==> config.mk <==
export PLATFORM = sky130hd
export DESIGN_NAME = ctrl_seq_decoder
export DESIGN_NICKNAME = d
export VERILOG_FILES = /design/src/rtl/ctrl_pkg.sv /design/src/rtl/ctrl_op_decode.sv /design/src/rtl/ctrl_seq_decoder.sv
export SDC_FILE = /design/constraint.sdc
export NUM_CORES = 1
export LEC_CHECK = 0
export BUFFER_PORTS_ARGS = -buffer_cell sky130_fd_sc_hd__buf_2
export CAP_MARGIN = 20
export CORE_AREA = 2 2 41 43
export DETAILED_ROUTE_END_ITERATION = 12
export DIE_AREA = 0 0 43 45
export PLACE_DENSITY = 0.71
export SYNTH_ARGS = -nofsm -noshare
export SYNTH_HDL_FRONTEND = slang
export SYNTH_SLANG_ARGS = --single-unit
==> constraint.sdc <==
create_clock -name Clk -period 1.75 [get_ports Clk]
set_clock_uncertainty 0.15 [all_clocks]
set_input_delay 0.0875 -clock Clk [delete_from_list [all_inputs] [get_ports Clk]]
set_output_delay 0.0875 -clock Clk [all_outputs]
set_load 0.1 [all_outputs]
==> src/rtl/ctrl_pkg.sv <==
// Shared types for the 9-bit-ISA control sequencer: FSM states, opcode values
// and the decoded-instruction bundle.
package ctrl_pkg;

  typedef enum logic [2:0] {
    ST_IDLE,
    ST_FETCH,
    ST_EXEC,
    ST_MEM,
    ST_HALT
  } state_t;

  localparam logic [2:0] OP_LOAD  = 3'b011;
  localparam logic [2:0] OP_STORE = 3'b101;
  localparam logic [2:0] OP_MEMWR = 3'b110;
  localparam logic [2:0] OP_JUMP  = 3'b111;

  // halt marks the all-ones word; when it is set every other field is forced low
  typedef struct packed {
    logic halt;
    logic jump;
    logic branch;
    logic regwr;
    logic memwr;
    logic load;
    logic store;
  } decode_t;

endpackage

==> src/rtl/ctrl_op_decode.sv <==
// Pure combinational instruction decode: IR word -> strobe bundle.
module ctrl_op_decode
  import ctrl_pkg::*;
#(
  parameter int IW = 9
) (
  input  logic [IW-1:0] ir,
  output decode_t       dec
);

  logic [2:0] op;
  logic       halt;

  assign op   = ir[IW-1 -: 3];
  assign halt = &ir;

  always_comb begin
    dec      = '0;
    dec.halt = halt;
    // the halt word shares opcode 111 with jump but must not raise any strobe
    if (!halt) begin
      dec.jump   = (op == OP_JUMP);
      dec.branch = (op[2:1] == 2'b11);
      dec.regwr  = (op[2:1] != 2'b11) && (op != OP_STORE);
      dec.memwr  = (op == OP_MEMWR);
      dec.load   = (op == OP_LOAD);
      dec.store  = (op == OP_STORE);
    end
  end

endmodule

==> src/rtl/ctrl_seq_decoder.sv <==
// Multi-cycle control sequencer: IR register, load wait counter and the
// fetch/execute FSM. Strobes are decoded combinationally from (state, IR).
//
//   state | meaning
//   IDLE  | waiting for Start after reset
//   FETCH | capture Instruction into IR
//   EXEC  | issue strobes for one cycle; loads continue into MEM
//   MEM   | load waiting on synchronous data memory
//   HALT  | halt word retired, Ack held until Start
module ctrl_seq_decoder
  import ctrl_pkg::*;
#(
  parameter int IW        = 9,
  parameter int TSW       = 2,
  parameter int LOAD_WAIT = 1
) (
  input  logic           Clk,
  input  logic           Reset,
  input  logic           Start,
  input  logic [IW-1:0]  Instruction,
  output logic           PcEn,
  output logic           Jump,
  output logic           BranchEn,
  output logic           RegWrEn,
  output logic           MemWrEn,
  output logic           LoadInst,
  output logic           StoreInst,
  output logic [TSW-1:0] TargSel,
  output logic           Ack,
  output logic           Busy
);

  localparam int CW       = (LOAD_WAIT > 0) ? $clog2(LOAD_WAIT + 1) : 1;
  localparam bit HAS_WAIT = (LOAD_WAIT > 0);

  state_t        state;
  logic [IW-1:0] ir;
  logic [CW-1:0] cnt;
  decode_t       dec;

  ctrl_op_decode #(.IW(IW)) u_dec (
    .ir  (ir),
    .dec (dec)
  );

  always_ff @(posedge Clk or posedge Reset) begin
    if (Reset) begin
      state <= ST_IDLE;
      ir    <= '0;
      cnt   <= '0;
    end else begin
      case (state)
        ST_IDLE:  if (Start) state <= ST_FETCH;
        ST_FETCH: begin
          ir    <= Instruction;
          state <= ST_EXEC;
        end
        ST_EXEC: begin
          if (dec.halt) begin
            state <= ST_HALT;
          end else if (dec.load && HAS_WAIT) begin
            state <= ST_MEM;
            cnt   <= CW'(LOAD_WAIT - 1);
          end else begin
            state <= ST_FETCH;
          end
        end
        ST_MEM: begin
          if (cnt != '0) cnt <= cnt - CW'(1);
          else           state <= ST_FETCH;
        end
        ST_HALT:  if (Start) state <= ST_FETCH;
        default:  state <= ST_IDLE;
      endcase
    end
  end

  always_comb begin
    PcEn      = 1'b0;
    Jump      = 1'b0;
    BranchEn  = 1'b0;
    RegWrEn   = 1'b0;
    MemWrEn   = 1'b0;
    LoadInst  = 1'b0;
    StoreInst = 1'b0;
    TargSel   = ir[IW-4 -: TSW];
    Busy      = (state == ST_FETCH) || (state == ST_EXEC) || (state == ST_MEM);
    // Ack releases in the same cycle Start is seen so the host sees a clean handshake
    Ack       = (state == ST_HALT) && !Start;
    case (state)
      ST_EXEC: begin
        if (!dec.halt) begin
          if (dec.load) begin
            LoadInst = 1'b1;
            if (!HAS_WAIT) begin
              RegWrEn = 1'b1;
              PcEn    = 1'b1;
            end
          end else begin
            PcEn      = 1'b1;
            Jump      = dec.jump;
            BranchEn  = dec.branch;
            RegWrEn   = dec.regwr;
            MemWrEn   = dec.memwr;
            StoreInst = dec.store;
          end
        end
      end
      ST_MEM: begin
        LoadInst = 1'b1;
        if (cnt == '0) begin
          RegWrEn = 1'b1;
          PcEn    = 1'b1;
        end
      end
      default: ;
    endcase
  end

endmodule

==> impl_results.md, run 1 <==
- Failing checks: negative setup slack
- CP startpoint: state[0]$_DFFE_PP0P_
- Final Cell Area: ~1200 um^2
- Gpl congestion: 0.7325
- Cell accounting for the most synthesized area: dfrtp_1
- Syn Area/Cell: 11.19 um^2
- RSZ-0062 raised after global routing: yes
- Tmin final: approximately 1.8 ns
- Worst r2r src: state[1]$_DFFE_PP0P_
- Synth Area in Adders: 0
- Most frequent cells in the layout: buf_2, dlygate4sd3_1, mux2_2, buf_4, buf_12
- # diodes: 0
- Ports: 23
- Final antenna-violating net count: 0
- Register area share after synthesis: 0.4706
- Tot GR Track Use: 0.1624
- Number of detailed-route iterations in the first pass: 4
- Worst-path clk slew: roughly 0.070 ns
- First-pass GRT wire length: 2.366 mm
- Cell Area, Synth: about 640 um^2
- Synth cell types: 24
- Fmax: between 500 and 600 MHz
- Root Buffer: clkbuf_4
- DIE HEIGHT: 45 um
- Vias after detailed routing: between 500 and 600
- Reg2Reg Depth: 3
- Commonest non-fill, non-tap cell in the layout: buf_2
- Vias in the first global route: 592
- Share of the synthesized area in the top cell type: 0.4706
- Core area: roughly 1500 um^2
- Startpoint Class: flip-flop
- Chip width: 43 um
- Clock Sinks: 12
- Placed cell areas: 978.4 um^2
- Crit end category: output port
- Max-slew headroom: 0.6798
- GRT Residual Overflow: 0
- Largest net degree at the start of global routing: 13
- Hold_sp: Start
- Initial antenna violation count: 0
- Fin worst setup slack: -0.02251 ns
- Post-synthesis xor/xnor area fraction: 0
- Worst skew pair latency: 0.26 ns
- Worst-case clock buffer depth: 2
- Area Overhead vs Synth: 83.14%
- H-tree Lvls: 1
- Setup violators final: 3
- Critical Path RT: 1.51 ns
- Synth Area in Simple Gates: 0.2765
- Largest cells by area after synthesis: dfrtp_1, mux2_2, nor2_1
- Main combinational cell family by area after synthesis: simple AND/OR/NAND/NOR gates
- Number of synthesis warnings: 0
- Drt via density: 4.879
- # port buffers: 22
- Worst Hold Depth: 3
- Synth Area in Compound Gates: 0.06471
- Synthesized netlist cell count: 57
- HP Class: in -> reg
- Finished Layout Cells: 116
- Setup CP Type: reg -> out
- Syn_nets: 69
- Outcome: finished with violations
- Crit-path max FO: 7
- Fin nets: 113
- DRC Markers: 0
- CTS buffer count: 3
- Slew of the pin with the lowest slew margin: 0.4836 ns
- First DRT Iteration DRCs: 9
- DP Worst Slack: approximately 0.2 ns
- Starting density of the core: 0.4337
- Row count: 14
- Critical path arrival: approximately 1.5 ns
- Part of the cycle the worst path needs: 1.013
- Total die area: a little under 2000 um^2
- Mux cell area share after synthesis: 0.1588
- Detailed Place HPWL: 1.024 mm
- Fin. max-slew vios: 0
- Maxcap violations: 0
- Final Hold Vio Count: 0
- DP Cell Count: 96
- Routed wire per std cell: around 12 um
- TritonCTS clock tree: done
- Synthesized flop and latch total: 12
- Detailed Route WL: around 1.4 mm
- Share of cells above drive strength 1: 0.6500
-- registers in the layout (all words and copies together), names as in the netlist --
register	flops
ir	9
state	3
-- Yosys cell counts --
master and instances:
o31ai_1 1, nor4b_2 1, and4bb_2 1, nand2_1 6
nor3_1 1, mux2_2 9, inv_1 1, and3b_1 1
nand3b_1 1, nand2b_1 1, buf_4 2, nor3b_1 1
o21ai_0 1, dfrtp_1 12, nor2_1 7, nand4_1 1
a31oi_1 1, a21o_1 1, nor3_2 1, and2b_2 1
nor2_8 1, a21oi_1 3, nor2b_1 1, nand2b_4 1
-- worst paths after layout --
check / to / slack (ns)
setup / recovery: BranchEn / -0.02
hold / removal: state[0]$_DFFE_PP0P_ / 0.04
setup reg to reg: ir[6]$_DFFE_PP0P_ / 0.33
hold reg to reg: ir[1]$_DFFE_PP0P_ / 0.36
max in group asynchronous: ir[8]$_DFFE_PP0P_ / 0.90
min in group asynchronous: ir[0]$_DFFE_PP0P_ / 0.21
-- layout make-up --
cell class | instances | area (um^2)
fill | 90 | 302.8
tap | 16 | 20.02
multi-input combinational | 42 | 414.1
inverter | 1 | 3.754
timing repair buffer | 41 | 397.9
clock buffer | 4 | 26.28
sequential | 12 | 306.5
-- repair_timing --
| item | CTS | global route |
|---|---|---|
| hold endpoints to repair | 21 | 0 |
| pin swaps | 3 | 3 |
| setup buffers | 4 | 2 |
| endpoints found under the setup margin | 5 | 5 |
| resized for setup | 4 | 3 |
| hold buffers | 10 | 0 |
-- metrics by stage --
step | util | hold WS (ns) | TNS, ns
6_report | 0.7942 | 0.03917 | -0.06302
4_1_cts | 0.7781 | 0.03583 | -0.1198
2_1_floorplan | - | -0.1979 | -0.6750
5_1_grt | 0.7942 | 0.03840 | -0.3112
3_3_place_gp | 0.6650 | -0.05103 | 0
3_5_place_dp | 0.6650 | -0.04205 | 0
-- routing by layer --
| layer | vias up | share of wire | global-route usage |
|---|---|---|---|
| li1 | 289 | - | - |
| met1 | 261 | 0.42 | 0.1821 |
| met2 | 16 | 0.54 | 0.3061 |
| met3 | 0 | 0.040 | 0.01600 |
| met4 | 0 | 0 | 0.08485 |
| met5 | - | 0 | 0 |
-- cell families (layout without fill, tap and decap cells) --
| group | count (synthesis) | after routing |
|---|---|---|
| and+or+nand+nor | 26 | 26 |
| DFF | 12 | 12 |
| muxes | 9 | 9 |
| AOI/OAI and AO/OA | 7 | 7 |
| buffers and inverters | 3 | 46 |
-- critical path, stage by stage (launching register included) --
cell	delay, ns
dfrtp_2	0.40
buf_4	0.17
and4bb_2	0.35
nand2_4	0.08
nor2_4	0.10
buf_12	0.18
Power of run 1 is not shown: default switching activity piles up to over one toggle a cycle in this logic, so the estimate is an artifact.
==> run 2: changes to the inputs <==
Settings changed: CORE_AREA 2 2 41 43 to 2 2 43 45, DIE_AREA 0 0 43 45 to 0 0 45 47, PLACE_DENSITY 0.71 to 0.69, SYNTH_HIERARCHICAL set to 1.
==> run 2 against run 1 <==
  * The flow still finishes with violations (negative setup slack)
  * Fmax decreased by 16%
  * Clock-buffer cell count decreased by 1
  * Cell count is 12% higher
  * Die area up 9.3%
  * Highest routed layer is now met4
  * Register-to-register slack got worse by 0.15 ns
  * Area after synthesis is 9.0% higher
  * Critical path depth stayed put
  * Global-route usage rose by 1.7 points
  * Core utilization decreased by 1.5 points
==> impl_results.md, run 2 <==
- Critical path arrival: 1.87 ns (was 1.54 ns)
- # diodes: 0 (unchanged)
- Worst-path clk slew: 0.07 ns (about the same)
- Share of the synthesized area in the top cell type: 0.4317 (was 0.4706)
- Crit-path max FO: 7 (unchanged)
- Routed wire per std cell: 12.52 um (was 12.19 um)
- FILL cells: 101 (was 90)
- DP Worst Slack: -0.08341 ns (was 0.1947 ns)
- Max-slew headroom: 0.6785 (was 0.6798)
- Startpoint Class: flip-flop (unchanged)
- Crit end category: output port (unchanged)
- Register area: 300.3 um^2 (was 306.5 um^2)
- EDFF count, synth: 0 (unchanged)
- Final Hold Vio Count: 0 (unchanged)
- Slew of the pin with the lowest slew margin: 0.4856 ns (was 0.4836 ns)
- DRC Markers: 0 (unchanged)
- Area Overhead vs Synth: 85.07% (was 83.14%)
- Number of detailed-route iterations in the first pass: 4 (unchanged)
- Register area share after synthesis: 0.4317 (was 0.4706)
- Most common cell in the netlist: dfrtp_1 (unchanged)
- Core area: 1652 um^2 (was 1471 um^2)
- Total die area: 2115 um^2 (was 1935 um^2)
- Synthesized flop and latch total: 12 (unchanged)
- Final Core Density: 0.7795 (was 0.7942)
- Critical Path RT: 1.51 ns (about the same)
- Cell Area, Synth: 695.7 um^2 (was 638.1 um^2)
- Largest cells by area after synthesis: dfrtp_1, mux2_2, nor3b_1 (was dfrtp_1, mux2_2, nor2_1)
- Ys async rst share: 1.000 (unchanged)
- Fin nets: 127 (was 113)
- Worst-case clock buffer depth: 2 (unchanged)
- Detailed Place HPWL: 1.260 mm (was 1.024 mm)
- Row count: 15 (was 14)
- Synth cell count leaders: dfrtp_1, mux2_2, a21oi_1, nor3b_1, nor2_1 (was dfrtp_1, mux2_2, nor2_1)
- Commonest non-fill, non-tap cell in the layout: buf_4 (was buf_2)
- Initial antenna violation count: 0 (unchanged)
- WHS: 0.2008 ns (was 0.03917 ns)
- Syn_nets: 76 (was 69)
- Fin. max-slew vios: 0 (unchanged)
- First DRT Iteration DRCs: 4 (was 9)
- Worst skew pair latency: 0.27 ns (was 0.26 ns)
- Most frequent cells in the layout: buf_4, buf_2, dfrtp_1 (was buf_2, dlygate4sd3_1, mux2_2, buf_4, buf_12)
- Finished Layout Cells: 130 (was 116)
- Part of the cycle the worst path needs: 1.205 (was 1.013)
- DIE HEIGHT: 47 um (was 45 um)
- TritonCTS clock tree: done (unchanged)
- Drt via density: 5.131 (was 4.879)
- Detailed Route WL: 1.628 mm (was 1.414 mm)
- Setup violators final: 7 (was 3)
- DP Cell Count: 115 (was 96)
- Syn Area/Cell: 10.87 um^2 (was 11.19 um^2)
- Ports: 23 (unchanged)
- Share of cells above drive strength 1: 0.6195 (was 0.6500)
- Number of synthesis warnings: 6 (was 0)
- Outcome: finished with violations (unchanged)
- Vias after detailed routing: 667 (was 566)
- CTS buffer count: 3 (unchanged)
- Area of the multi-input gates: 464.2 um^2 (was 414.1 um^2)
- Fmax: 474.1 MHz (was 564.2 MHz)
- Final antenna-violating net count: 0 (unchanged)
- Vias in the first global route: 667 (was 592)
- Setup CP Type: reg -> out (unchanged)
- Gpl congestion: 0.7531 (was 0.7325)
- GRT Residual Overflow: 0 (unchanged)
- HP Class: in -> async (was in -> reg)
- Root Buffer: clkbuf_4 (unchanged)
- Reg2Reg Setup Slack: 0.18 ns (was 0.33 ns)
- Tmin final: 2.109 ns (was 1.773 ns)
- Tot GR Track Use: 0.1798 (was 0.1624)
- Failing checks: negative setup slack (unchanged)
- Fin worst setup slack: -0.3592 ns (was -0.02251 ns)
- Largest registers: ir (9), state (3) (unchanged)
- Cell accounting for the most synthesized area: dfrtp_1 (unchanged)
- Synthesized netlist cell count: 64 (was 57)
- Starting density of the core: 0.4212 (was 0.4337)
- Top_reg_cell synth: dfrtp_1 (unchanged)
- H-tree Lvls: 1 (unchanged)
- Chip width: 45 um (was 43 um)
- First-pass GRT wire length: 2.753 mm (was 2.366 mm)
- Largest register FFs: 9 (unchanged)
- RSZ-0062 raised after global routing: yes (unchanged)
- Clock Sinks: 12 (unchanged)
- Top reg by flops: ir (unchanged)
- # port buffers: 22 (unchanged)
- Synth cell types: 27 (was 24)
- Largest net degree at the start of global routing: 13 (unchanged)
- Maxcap violations: 0 (unchanged)
run 2: final cells by class:
class,count,share of cell area
Timing Repair Buffer,50,0.3664
Multi-Input combinational cell,46,0.3605
Sequential cell,12,0.2332
Tap cell,17,0.01652
Inverter,2,0.005831
Clock buffer,3,0.01749
run 2: cells by family (layout without fill, tap and decap cells):
family,count (synthesis),after routing,synth area share
simple gates,28,28,0.2842
mux,9,9,0.1457
buf+inv,6,55,0.05035
compound gates,9,9,0.08813
flops,12,12,0.4317
run 2: stage by stage:
step	area (um^2)	setup TNS, ns
2_1_floorplan	792.0	-3.001
3_3_place_gp	1136	-0.2213
3_5_place_dp	1136	-0.3544
4_1_cts	1276	-2.048
5_1_grt	1287	-2.500
6_report	1287	-2.003
run 2: final timing paths:
check	startpoint	to	cells past startpoint
max in group asynchronous	Reset	ir[7]$_DFFE_PP0P_	3
min	Reset	ir[5]$_DFFE_PP0P_	3
max	ir[6]$_DFFE_PP0P_	BranchEn	5
min reg2reg	state[2]$_DFFE_PP0P_	state[1]$_DFFE_PP0P_	2
max reg2reg	state[2]$_DFFE_PP0P_	ir[8]$_DFFE_PP0P_	4
min in group Clk	Instruction[0]	ir[0]$_DFFE_PP0P_	3
run 2: worst max-delay path: stages (launching register included):
cell	delay, ns
dfrtp_1	0.42
nand3_2	0.10
nor3_2	0.07
or4b_4	0.56
nor3b_4	0.24
buf_12	0.20
run 2: timing repair:
| action | in CTS | in global routing |
|---|---|---|
| endpoints found under the hold margin | 23 | 0 |
| gates resized for setup | 2 | 1 |
| pin swaps | 1 | 1 |
| endpoints found under the setup margin | 7 | 7 |
| hold buffers | 11 | 0 |
| buffers inserted | 0 | 1 |
run 2: per-layer routing:
layer | part of all wire | vias up | GRT usage
met5 | 0 | - | 0
met4 | 0.017 | 0 | 0.08824
met3 | 0.036 | 3 | 0.01154
met2 | 0.52 | 20 | 0.3171
met1 | 0.43 | 314 | 0.2241
li1 | - | 330 | -
Power of run 2 is left out for the same reason.
==> run 3: changes to the inputs <==
Settings changed: CELL_PAD_IN_SITES_DETAIL_PLACEMENT set to 2, CELL_PAD_IN_SITES_GLOBAL_PLACEMENT set to 2, CORE_AREA 2 2 43 45 to 2 2 52 54, DIE_AREA 0 0 45 47 to 0 0 54 56, PLACE_DENSITY 0.69 to unset, PLACE_DENSITY_LB_ADDON set to 0.1, SKIP_LAST_GASP set to 1.
==> run 3 against run 2 <==
  * The run still ends with negative setup slack left
  * Setup slack lost 0.089 ns
  * Cell area grew 6.8%
  * Via count grew 9.1%
  * Core utilization shrank 21 points
  * Non-clock buffer count grew 6
  * Global-route usage grew 2.4 points
  * Largest cell class unchanged
==> impl_results.md, run 3 (synthesis results as in run 2) <==
- Worst skew pair latency: 0.31 ns (was 0.27 ns)
- Clock Sinks: 12 (unchanged)
- Static Leakage: 0.0005879 uW
- Critical Path RT: 1.51 ns (about the same)
- Fin nets: 133 (was 127)
- WHS: 0.1766 ns (was 0.2008 ns)
- Initial antenna violation count: 0 (unchanged)
- FF-to-FF End: ir[7]$_DFFE_PP0P_ (was ir[8]$_DFFE_PP0P_)
- Part of the cycle the worst path needs: 1.256 (was 1.205)
- Setup violators final: 7 (unchanged)
- CTS buffer count: 3 (unchanged)
- Chip width: 54 um (was 45 um)
- Outcome: finished with violations (unchanged)
- Vias after detailed routing: 728 (was 667)
- First-pass GRT wire length: 4.215 mm (was 2.753 mm)
- Max-slew headroom: 0.6768 (was 0.6785)
- Final Power: 2891 uW
- Final Hold Vio Count: 0 (unchanged)
- Number of detailed-route iterations in the first pass: 3 (was 4)
- DRC Markers: 0 (unchanged)
- DP Worst Slack: -0.07979 ns (was -0.08341 ns)
- Met1 Use GR: 0.2034 (was 0.2241)
- Largest register FFs: 9 (unchanged)
- Top reg by flops: ir (unchanged)
- Power Density: roughly 2100 nW/um^2
- Starting density of the core: 0.2860 (was 0.4212)
- Final Core Density: 0.5653 (was 0.7795)
- Share of cells above drive strength 1: 0.6500 (was 0.6195)
- Total die area: 3024 um^2 (was 2115 um^2)
- Worst-case clock buffer depth: 2 (unchanged)
- Maxcap violations: 0 (unchanged)
- FILL cells: 241 (was 101)
- # diodes: 0 (unchanged)
- Worst-path clk slew: 0.09 ns (was 0.07 ns)
- Most frequent cells in the layout: buf_4, buf_2, dfrtp_1 (unchanged)
- Reg2Reg Setup Slack: 0.10 ns (was 0.18 ns)
- Final antenna-violating net count: 0 (unchanged)
- Internal power: between 1000 and 1500 uW
- First DRT Iteration DRCs: 3 (was 4)
- Startpoint Class: flip-flop (unchanged)
- Detailed Route WL: 2.885 mm (was 1.628 mm)
- Reg2Reg Depth: 4 (unchanged)
- Area Overhead vs Synth: 97.66% (was 85.07%)
- Crit-path max FO: 4 (was 7)
- Core area: 2432 um^2 (was 1652 um^2)
- Worst r2r src: state[2]$_DFFE_PP0P_ (unchanged)
- Critical path arrival: 1.96 ns (was 1.87 ns)
- Failing checks: negative setup slack (unchanged)
- Tot GR Track Use: 0.2039 (was 0.1798)
- Met3 global-route usage: 0.05108 (was 0.01154)
- Row count: 18 (was 15)
- GRT Residual Overflow: 0 (unchanged)
- Net Sw Frac: 0.5217
- Ports: 23 (unchanged)
- Drt via density: 4.853 (was 5.131)
- Fin. max-slew vios: 0 (unchanged)
- Routed wire per std cell: 19.23 um (was 12.52 um)
- Fmax: 454.8 MHz (was 474.1 MHz)
- HP Class: in -> async (unchanged)
- Slew of the pin with the lowest slew margin: 0.4882 ns (was 0.4856 ns)
- Detailed Place HPWL: 1.656 mm (was 1.260 mm)
- Busiest grt layer: met2 (unchanged)
- Tmin final: 2.199 ns (was 2.109 ns)
- Switching pwr: 1508 uW
- Crit end category: output port (unchanged)
- # port buffers: 22 (unchanged)
- Setup CP Type: reg -> out (unchanged)
- RSZ-0062 raised after global routing: yes (unchanged)
- Largest net degree at the start of global routing: 13 (unchanged)
- Gpl congestion: 0.6805 (was 0.7531)
- Commonest non-fill, non-tap cell in the layout: buf_4 (unchanged)
- Fin worst setup slack: -0.4487 ns (was -0.3592 ns)
- Vias in the first global route: 874 (was 667)
- Root Buffer: clkbuf_4 (unchanged)
- DIE HEIGHT: 56 um (was 47 um)
- Largest registers: ir (9), state (3) (unchanged)
- Gate power share: 0.736
- Met2 Use GR: 0.3589 (was 0.3171)
- H-tree Lvls: 1 (unchanged)
- Clock power share: 0.086
- TritonCTS clock tree: done (unchanged)
- Seq pwr share: 0.178
- Max VDD drop: 0.001460 V
run 3: worst max path at each step:
stage	start	cells past startpoint	to	slack [ns]
after global placement	ir[7]$_DFFE_PP0P_	5	BranchEn	-0.05
final	ir[7]$_DFFE_PP0P_	5	MemWrEn	-0.45
after global routing	ir[7]$_DFFE_PP0P_	5	Jump	-0.52
after CTS	ir[5]$_DFFE_PP0P_	5	MemWrEn	-0.38
after floorplan	ir[6]$_DFFE_PP0P_	5	BranchEn	-0.57
after detailed placement	ir[7]$_DFFE_PP0P_	5	StoreInst	-0.08
run 3: timing repair:
item                                    4_1_cts  5_1_grt
hold buffers                                 11        0
endpoints found under the hold margin        23        0
pin swaps                                     6        5
gates resized for setup                       6        0
buffers inserted                              1        5
endpoints found under the setup margin        7        7
run 3: metrics by stage:
step / cells / instance area [um^2] / setup TNS [ns]
floorplan: 64 / 792.0 / -3.001
CTS: 146 / 1345 / -2.025
finish: 150 / 1375 / -2.564
global placement: 130 / 1167 / -0.1859
detailed placement: 130 / 1167 / -0.3260
global route: 150 / 1375 / -3.066
run 3: layout make-up:
cell class,instances,area [um^2],share of cell area
multi-input cells,46,476.7,0.3467
clock buffers,4,36.28,0.02639
repair buffers,56,516.7,0.3758
flip-flops and latches,12,300.3,0.2184
inverters,2,7.507,0.005460
well taps,30,37.54,0.02730
run 3: power by group through the flow:
| stage | clock network, uW | registers (uW) | logic (uW) |
|---|---|---|---|
| floorplan | 0 | 557 | 1280 |
| global placement | 0 | 486 | 1920 |
| detailed placement | 0 | 492 | 1980 |
| CTS | 229 | 487 | 2060 |
| global route | 266 | 526 | 2230 |
| finish | 249 | 513 | 2130 |
run 3: routing by layer:
metal / wire length [um] / vias to the layer above / share of wire
met2: 1672 / 17 / 0.58
met1: 1056 / 363 / 0.37
met5: 0 / - / 0
met4: 69 / 0 / 0.024
li1: - / 343 / -
met3: 87 / 5 / 0.030
run 3: worst max-delay path, stage by stage (launching register included):
cell and delay (ns):
dfrtp_1 0.43, nand3_2 0.11, nor3_2 0.07, or4b_4 0.57, nor3b_4 0.26, buf_12 0.21
Note: power is estimated with default switching activity, not from simulation.
